File: config.mk
export PLATFORM = sky130hd
export DESIGN_NAME = mem_8x8
export DESIGN_NICKNAME = d
export VERILOG_FILES = /design/src/rtl/mem_pkg.sv /design/src/rtl/mem_rd_reg.sv /design/src/rtl/mem_8x8.sv
export SDC_FILE = /design/constraint.sdc
export NUM_CORES = 1
export LEC_CHECK = 0
export CORE_ASPECT_RATIO = 0.75
export CORE_UTILIZATION = 55
export CTS_BUF_LIST = sky130_fd_sc_hd__clkbuf_8
export CTS_CLUSTER_DIAMETER = 120
export DETAILED_ROUTE_END_ITERATION = 10
export DONT_BUFFER_PORTS = 1
export PLACE_DENSITY = 0.7
export SYNTH_ARGS = -nofsm -noshare
export SYNTH_HDL_FRONTEND = slang
export SYNTH_SLANG_ARGS = --single-unit
export TNS_END_PERCENT = 20
File: constraint.sdc
create_clock -name clk -period 2.32 [get_ports clk]
set_input_delay 0.464 -clock clk [delete_from_list [all_inputs] [get_ports clk]]
set_output_delay 0.464 -clock clk [all_outputs]
set_load 0.005 [all_outputs]
File: src/rtl/mem_pkg.sv
// Shared constants and types for the mem_8x8 scratch/config register file.
package mem_pkg;

  localparam int MEM_DATA_W = 8;
  localparam int MEM_ADDR_W = 3;
  localparam int MEM_DEPTH  = 2 ** MEM_ADDR_W;

  typedef logic [MEM_DATA_W-1:0] mem_word_t;

endpackage

File: src/rtl/mem_rd_reg.sv
// Read-data output register: cleared by reset, loaded on a read, otherwise holds.
module mem_rd_reg
  import mem_pkg::*;
#(
  parameter int DATA_W = MEM_DATA_W
) (
  input  logic              clk,
  input  logic              rst,
  input  logic              i_load,
  input  logic [DATA_W-1:0] i_data,
  output logic [DATA_W-1:0] o_data
);

  logic [DATA_W-1:0] r_data;

  // Capture the selected word only when a read is granted; reset wins over everything.
  always_ff @(posedge clk) begin
    if (rst) begin
      r_data <= '0;
    end else if (i_load) begin
      r_data <= i_data;
    end
  end

  assign o_data = r_data;

endmodule

File: src/rtl/mem_8x8.sv
// Single-port register-file memory with registered reads and a full synchronous clear.
// Writes take priority over reads and never forward into Dataout.
module mem_8x8
  import mem_pkg::*;
#(
  parameter int DATA_W = MEM_DATA_W,
  parameter int ADDR_W = MEM_ADDR_W
) (
  input  logic              clk,
  input  logic              rst,
  input  logic              wr,
  input  logic              rd,
  input  logic [ADDR_W-1:0] addr,
  input  logic [DATA_W-1:0] Datain,
  output logic [DATA_W-1:0] Dataout
);

  localparam int DEPTH = 2 ** ADDR_W;

  logic [DATA_W-1:0] r_mem [DEPTH];
  logic              w_rdLoad;
  logic [DATA_W-1:0] w_rdData;

  // Storage array: flops rather than a RAM macro so the whole array can clear in one edge.
  always_ff @(posedge clk) begin
    if (rst) begin
      for (int i = 0; i < DEPTH; i++) begin
        r_mem[i] <= '0;
      end
    end else if (wr) begin
      r_mem[addr] <= Datain;
    end
  end

  // A read only loads Dataout when no write competes for the shared address.
  always_comb begin
    w_rdLoad = rd && !wr;
    w_rdData = r_mem[addr];
  end

  mem_rd_reg #(
    .DATA_W (DATA_W)
  ) u_rdReg (
    .clk    (clk),
    .rst    (rst),
    .i_load (w_rdLoad),
    .i_data (w_rdData),
    .o_data (Dataout)
  );

  // Dataout must not move on an edge without a granted read (no read, or a write won).
  assert property (@(posedge clk) (!rst && (!rd || wr)) |=> $stable(Dataout));

  // Record that the write-wins collision case is actually exercised.
  cover property (@(posedge clk) !rst && wr && rd);

endmodule

After elaboration in Yosys (flattened, before gate mapping)

Memories as Yosys holds them, arrays and structs flattened. A register that Yosys moved wholly into a read port is not among the register bits.
Cells that the tools add are included.

$add $sub $neg: 0
$mul: 0
Divide/modulo/power cells: 0
$lt $le $gt $ge: 0
Equal/unequal tests: 0
Shifts and indexed selects: 0
Muxes and demuxes: 8
Bitwise gates (word level): 0
Reductions and logical operators: 3

Operator list:

| cell               | count |
|---|---|
| 8-bit two-way mux  | 1 |
| 8-bit OR reduction | 1 |
| 1-bit two-way mux  | 6 |
| 3-bit two-way mux  | 1 |
| 1-bit logical AND  | 1 |
| 1-bit logical NOT  | 1 |

Bits in registers: 0
Bits in latches: 0
RAM bits: 64
ROM bits: 0
Input port bits: 15
Output and inout bits: 8
Memories: 1

Memory list:

| memory | depth | bits a word | rd ports | clocked after memory_dff | write ports | RTL line      | text |
|---|---|---|---|---|---|---|---|
| r_mem  | 8     | 8           | 1        | 1                        | 8           | mem_8x8.sv:20 | `logic [DATA_W-1:0] r_mem [DEPTH];` |

Longest topological paths before layout

Depth after elaboration: 5
Gate-level depth with buffers: 5
Mapped depth without buffers: 3

Cells and area by module

From an unflattened synthesis, not the netlist that was laid out.

Cells, all modules: 238
Area, all modules: 3367.0 um^2

Modules (own cells, without submodules):

| module     | times used | cells each | area each (um^2) | seq. area each (um^2) |
|---|---|---|---|---|
| mem_8x8    | 1          | 212        | 3081.7           | 1921.8 |
| mem_rd_reg | 1          | 26         | 285.3            | 160.2 |

Worst setup path after synthesis

OpenSTA, ideal clock, no wires.

Path type: input to register
Start point: input addr[2]
End point: memory r_mem[0][0] in the netlist's numbering, enable pin
Arrival: 1.416 ns
Slack: 0.595 ns
Cell stages on the path: 3
Path buffers: 0
Cell sequence: or3b_1 -> nor3_2 -> or2_2

RTL lines:

| element            | RTL line      | text |
|---|---|---|
| start: declaration | mem_8x8.sv:13 | `input logic [ADDR_W-1:0] addr,` |
| end: declaration   | mem_8x8.sv:20 |  |

==> flow_summary.ini <==
[synth]
synth_seq_cells = 72
syn-num-nets = 251
synth_top_family_by_area = simple AND/OR/NAND/NOR gates
yosysWarnings = 0
synthXorXnorAreaFrac = 0
synth-adder-area-share = 0
synth_seq_area_share = 0.635
synth.top_cell.area_share = 0.586
syn_area_per_cell_um2 = 13.9
synth.distinct_cells = 25
synth_compound_area_frac = 0.0458
synth.area.mux_share = 0.111
yosysTopAreaCell = edfxtp_1
netlist_top_cells_area = edfxtp_1 (59%), and2_1 (12%), mux2_2 (10%), dfxtp_1 (4.9%), a222oi_1 (2.4%)
synthCells = 236
netlist_area_mm2 = 0.00328
synthSimpleGateAreaFrac = 0.188

[min_path]
hold_depth = 1
hold_path.startpoint = rst
whs_endpoint = u_rdReg.o_data[6]
hold_class = in -> reg

[layout]
n_antenna_cell = 0
final_cell_mix = and2_1 (64), edfxtp_1 (64), mux2_2 (30)
fill_cells = 424
drive_gt1_frac = 0.253
nets = 255
area_growth_pct = 7.44

[cts]
hold_buffers = 0
post_cts.repair.setup_buffers = 0
cts_resized = 0
root_buffer = clkbuf_8
clk_latency_ns = 0.36
cts_tree = done
cts_made_buffers = 9
cts.path.max_buffers = 2
h-tree-depth = 3
cts_sinks = 72
cts.clk_slew.worst_paths_ns = 0.08

[route]
drt_first_iter_violations = 324
wl_um = 6850
ant_nets = 0
remaining_drc_errors = 0
wl_per_cell_um = 21.4
post_drt_via_cell_ratio = 5.78
vias = 1850
firstDrtPassIters = 7

[timing]
max_clock_freq_mhz = 653
drv_slew = 0
tightest_slew_ns = 0.532
setup_violations = 0
setup-tns-final_ns = 0
finalWorstSetupSlack_ns = 0.790
rsz0062_at_grt = false
final.period_utilization = 0.660
clock_skew_ns = 0.0104
max_slew_margin = 0.645
whs_ns = 0.173
final-hold-violation-count = 0
fin_crit_ns = 1.53

[power]
p_switching_mw = 0.590
seqPwrFrac = 0.572
switching_share = 0.222
p_clk_frac = 0.364
peakVddDrop_mv = 0.394
internal_power_mw = 2.07
power_frac_comb = 0.064
leakage_nw = 1.21
powerDensity_mw_per_mm2 = 754

[status]
outcome = complete, no violations

[place]
preCtsSetupSlack_ns = 0.426
io_buffer_count = 0
globalplace.congestion = 0.910
dpl.hpwl_um = 4800

[setup_path]
cp-end-kind = flop
r2r_slack_ns = 0.82
r2r_end = u_rdReg.o_data[3]
critPathKind = in -> reg
startpoint_type = input pin
r2r_cells = 3
timing.rr.start = r_mem[1][3]
arrival_ns = 1.59
required_ns = 2.38
crit_path_start = addr[2]
path_max_fanout = 9

[floorplanning]
rows = 23
die_w_um = 91.2
die-area_mm2 = 0.00628
start_util = 0.591
ioPinCount = 23
die_h_um = 68.9
core_mm2 = 0.00555

[grt]
grt_pass1_wl_um = 10500
antenna_found_initial = 0
track_usage = 0.248
grt_pass1_vias = 1844
grt-ovfl-total = 0
grt_start_max_net_pins = 38

[flow_run]
cap_violations = 0
-- registers in the layout, summed over array words and instances (netlist names) --
signal / count
r_mem: 64
u_rdReg.o_data: 8
-- worst max-delay path, stage by stage --
cell    delay [ns]
or3b_1        0.47
nor3_2        0.35
or2_2         0.30
-- how the worst max path moves through the flow --
| stage | endpoint | slack [ns] | cells after the start |
|---|---|---|---|
| 2_1_floorplan | r_mem[0][0] | 0.59 | 3 |
| 3_3_place_gp | r_mem[0][0] | 0.51 | 3 |
| 3_5_place_dp | r_mem[0][1] | 0.43 | 3 |
| 4_1_cts | r_mem[0][6] | 0.81 | 3 |
| 5_1_grt | r_mem[0][6] | 0.73 | 3 |
| 6_report | r_mem[0][3] | 0.79 | 3 |
-- stage by stage --
stage / utilization / area, um^2 / power, mW / instances
3_5_place_dp: 0.599 / 3330 / 1.72 / 304
4_1_cts: 0.635 / 3520 / 2.68 / 320
5_1_grt: 0.635 / 3520 / 2.76 / 320
3_3_place_gp: 0.599 / 3330 / 1.71 / 304
2_1_floorplan: - / 3280 / 1.68 / 236
6_report: 0.635 / 3520 / 2.66 / 320
-- cell usage after synthesis --
| cell type | instances |
|---|---|
| a222oi_1 | 8 |
| nand2b_1 | 2 |
| buf_2 | 3 |
| buf_1 | 2 |
| nor3_2 | 1 |
| or2_2 | 8 |
| and2_0 | 1 |
| nand2_1 | 9 |
| nand3b_1 | 1 |
| buf_8 | 1 |
| buf_4 | 2 |
| or3b_1 | 1 |
| nor2_2 | 3 |
| nor2_1 | 12 |
| mux2_4 | 1 |
| buf_6 | 1 |
| nor2b_1 | 3 |
| mux2_1 | 1 |
| edfxtp_1 | 64 |
| dfxtp_1 | 8 |
| a311oi_1 | 8 |
| mux2_2 | 30 |
| clkbuf_1 | 1 |
| nor3_1 | 1 |
| and2_1 | 64 |
-- layer usage --
metal / vias to the layer above / GRT usage / wire, um
met5: - / 0 / 0
met4: 0 / 0.107 / 121
met3: 10 / 0.0833 / 604
met2: 77 / 0.393 / 3260
met1: 890 / 0.320 / 2870
li1: 873 / - / -
-- power by group through the flow --
stage,Sequential (mW),Combinational (mW),Clock (mW)
finish,1.52,0.169,0.967
global route,1.53,0.182,1.05
CTS,1.52,0.169,0.988
detailed placement,1.55,0.168,0
global placement,1.55,0.163,0
floorplan,1.53,0.148,0
-- cells by family (layout without fill, tap and decap cells) --
logic type | after synthesis | after routing
mux | 32 | 32
buf+inv | 10 | 19
flops | 72 | 72
compound gates | 16 | 16
simple gates | 106 | 106
-- final cells by class --
class	count	area [um^2]	share of cell area
clock buffer	9	124	0.0351
clock inverter	7	71.3	0.0202
multi-input combinational	154	1130	0.321
sequential	72	2080	0.591
tap	75	93.8	0.0266
timing repair buffer	3	22.5	0.00639
(Power assumes the default switching activity.)
==> edit (config.mk and constraints unchanged) <==
Make the reset (`rst`) asynchronous in 2 clocked blocks.
--- a/src/rtl/mem_rd_reg.sv
+++ b/src/rtl/mem_rd_reg.sv
@@ -14,7 +14,7 @@
   logic [DATA_W-1:0] r_data;
 
   // Capture the selected word only when a read is granted; reset wins over everything.
-  always_ff @(posedge clk) begin
+  always_ff @(posedge clk or posedge rst) begin
     if (rst) begin
       r_data <= '0;
     end else if (i_load) begin
--- a/src/rtl/mem_8x8.sv
+++ b/src/rtl/mem_8x8.sv
@@ -22,7 +22,7 @@
   logic [DATA_W-1:0] w_rdData;
 
   // Storage array: flops rather than a RAM macro so the whole array can clear in one edge.
-  always_ff @(posedge clk) begin
+  always_ff @(posedge clk or posedge rst) begin
     if (rst) begin
       for (int i = 0; i < DEPTH; i++) begin
         r_mem[i] <= '0;
Behaviour: differs if rst is asserted again (counterexample within 4 cycles, from zero or initial values and one cycle with rst high); with rst held inactive, the same outputs for 4 cycles.
==> edit against the unedited design <==
Synthesized area grew 2.1%. Register-to-register slack improved by 0.34 ns. Design area increased by 2.1%. Worst setup slack improved by 0.061 ns. Global-route usage fell by 2.9 points. Critical endpoint is now r_mem[30]. Wire length decreased by 9.0%. Sequential cell count stayed put.
Power is not compared: it rests on default switching activity, and its combinational part moved more than twofold at a synthesized area within 25%.
==> edit: results (changes against the unedited design) <==
metric	value	unit	change
global-route wire length before repair	10300	µm	-2.5%
slowest stage delay, CP	0.59	ns	+0.12 ns
Syn Area/Cell	15.7	µm²	+13%
Hold Slack	0.142	ns	-0.0317 ns
Seq/Total Area, Yosys	53.8	%	-9.7 points
routed vias/inst	5.98		+3.4%
ys async rst share	100	%	+100 points
commonest cells in the netlist	dfrtp_1, mux2_2, mux2i_1, nand2_1		
Synth Area in Adders	0	%	unchanged
Sw Pwr	773	µW	
yosys warns	0		unchanged
Post-Synth XOR/XNOR Area	0	%	unchanged
Mapped Nets	229		-8.8%
ranking of synthesized cells by area	dfrtp_1, mux2_2, mux2i_1		
ys flop type	dfrtp_1		
Crit-path slowest cell	nor3b_4		
layout cells sized above 1	44.3	%	+19 points
placed insts	283		-6.9%
HP Class	in2async		
total wire length	6240	µm	-9.0%
post-synth cell types	19		-24%
post-synthesis mux area share	36.4	%	+25 points
Skew-Pair Late Insertion Delay	0.33	ns	-0.03 ns
crit path max fanout	38		+29
Layout Utilization	61.5	%	-2.0 points
relative slew slack	48.2	%	-16 points
Placer Congestion	0.760		-17%
R2R setup slack	1.16	ns	+0.34 ns
detailed router's first-iteration violation count	66		-80%
reg2reg start	r_mem[49]		
first-pass detailed-route iteration total	4		-3
r2r endpoint	u_rdReg.o_data[1]		
filler instances	454		+7.1%
status	completed		
placed inst area	3350	µm²	+0.75%
non-filler cells, final	299		-6.6%
pin count of the biggest net entering global routing	39		+2.6%
vias in the first global route	1902		+3.1%
detailed placement HPWL	4040	µm	-16%
Synth Area in Compound Gates	1.19	%	-3.4 points
Clock Path Buffers	2		unchanged
pre-CTS setup slack	0.468	ns	+0.0426 ns
Final Skew	0.00534	ns	-0.00503 ns
GRT Util Overall	21.9	%	-2.9 points
initial antenna violation count	0		unchanged
[edit: cell count changes in the layout (fill, tap and decap cells not counted), moves of 8 or more]
cell and delta:
a222oi_1 -8, a311oi_1 -8, nor2_1 -12, or2_2 -8, dfxtp_1 -8, o21ai_1 +8
dfrtp_1 +72, mux2i_1 +32, mux4_2 +8, edfxtp_1 -64, and2_1 -64, mux2_2 +34
[edit: how the worst max path moves through the flow]
| stage | from | to | slack [ns] |
|---|---|---|---|
| after CTS | addr[0] | r_mem[31] | 0.85 |
| after global routing | addr[0] | r_mem[31] | 0.83 |
| after global placement | addr[0] | r_mem[25] | 0.52 |
| after detailed placement | addr[0] | r_mem[31] | 0.47 |
| final | addr[0] | r_mem[30] | 0.85 |
| after floorplan | rst | r_mem[0] | 0.03 |
[edit: layout make-up]
| cell class | count | share of cell area [%] |
|---|---|---|
| multi-input cells | 131 | 39.8 |
| clock buffers | 10 | 3.82 |
| flip-flops and latches | 72 | 50.1 |
| repair buffers | 1 | 0.556 |
| clock inverters | 6 | 2.99 |
| inverters | 1 | 0.104 |
| well taps | 78 | 2.71 |
[edit: power by group through the flow]
stage,sequential [µW],clock (µW),combinational (µW)
2_1_floorplan,1660,0,474
3_3_place_gp,1700,0,474
3_5_place_dp,1720,0,505
4_1_cts,1690,1210,506
5_1_grt,1730,1270,549
6_report,1690,1180,497
[edit: routing by layer]
layer | track usage [%] | share of wire (%) | vias up
li1 | - | - | 796
met1 | 28.3 | 43 | 934
met2 | 35.2 | 50 | 47
met3 | 6.58 | 4.8 | 10
met4 | 8.33 | 1.6 | 0
met5 | 0 | 0 | -
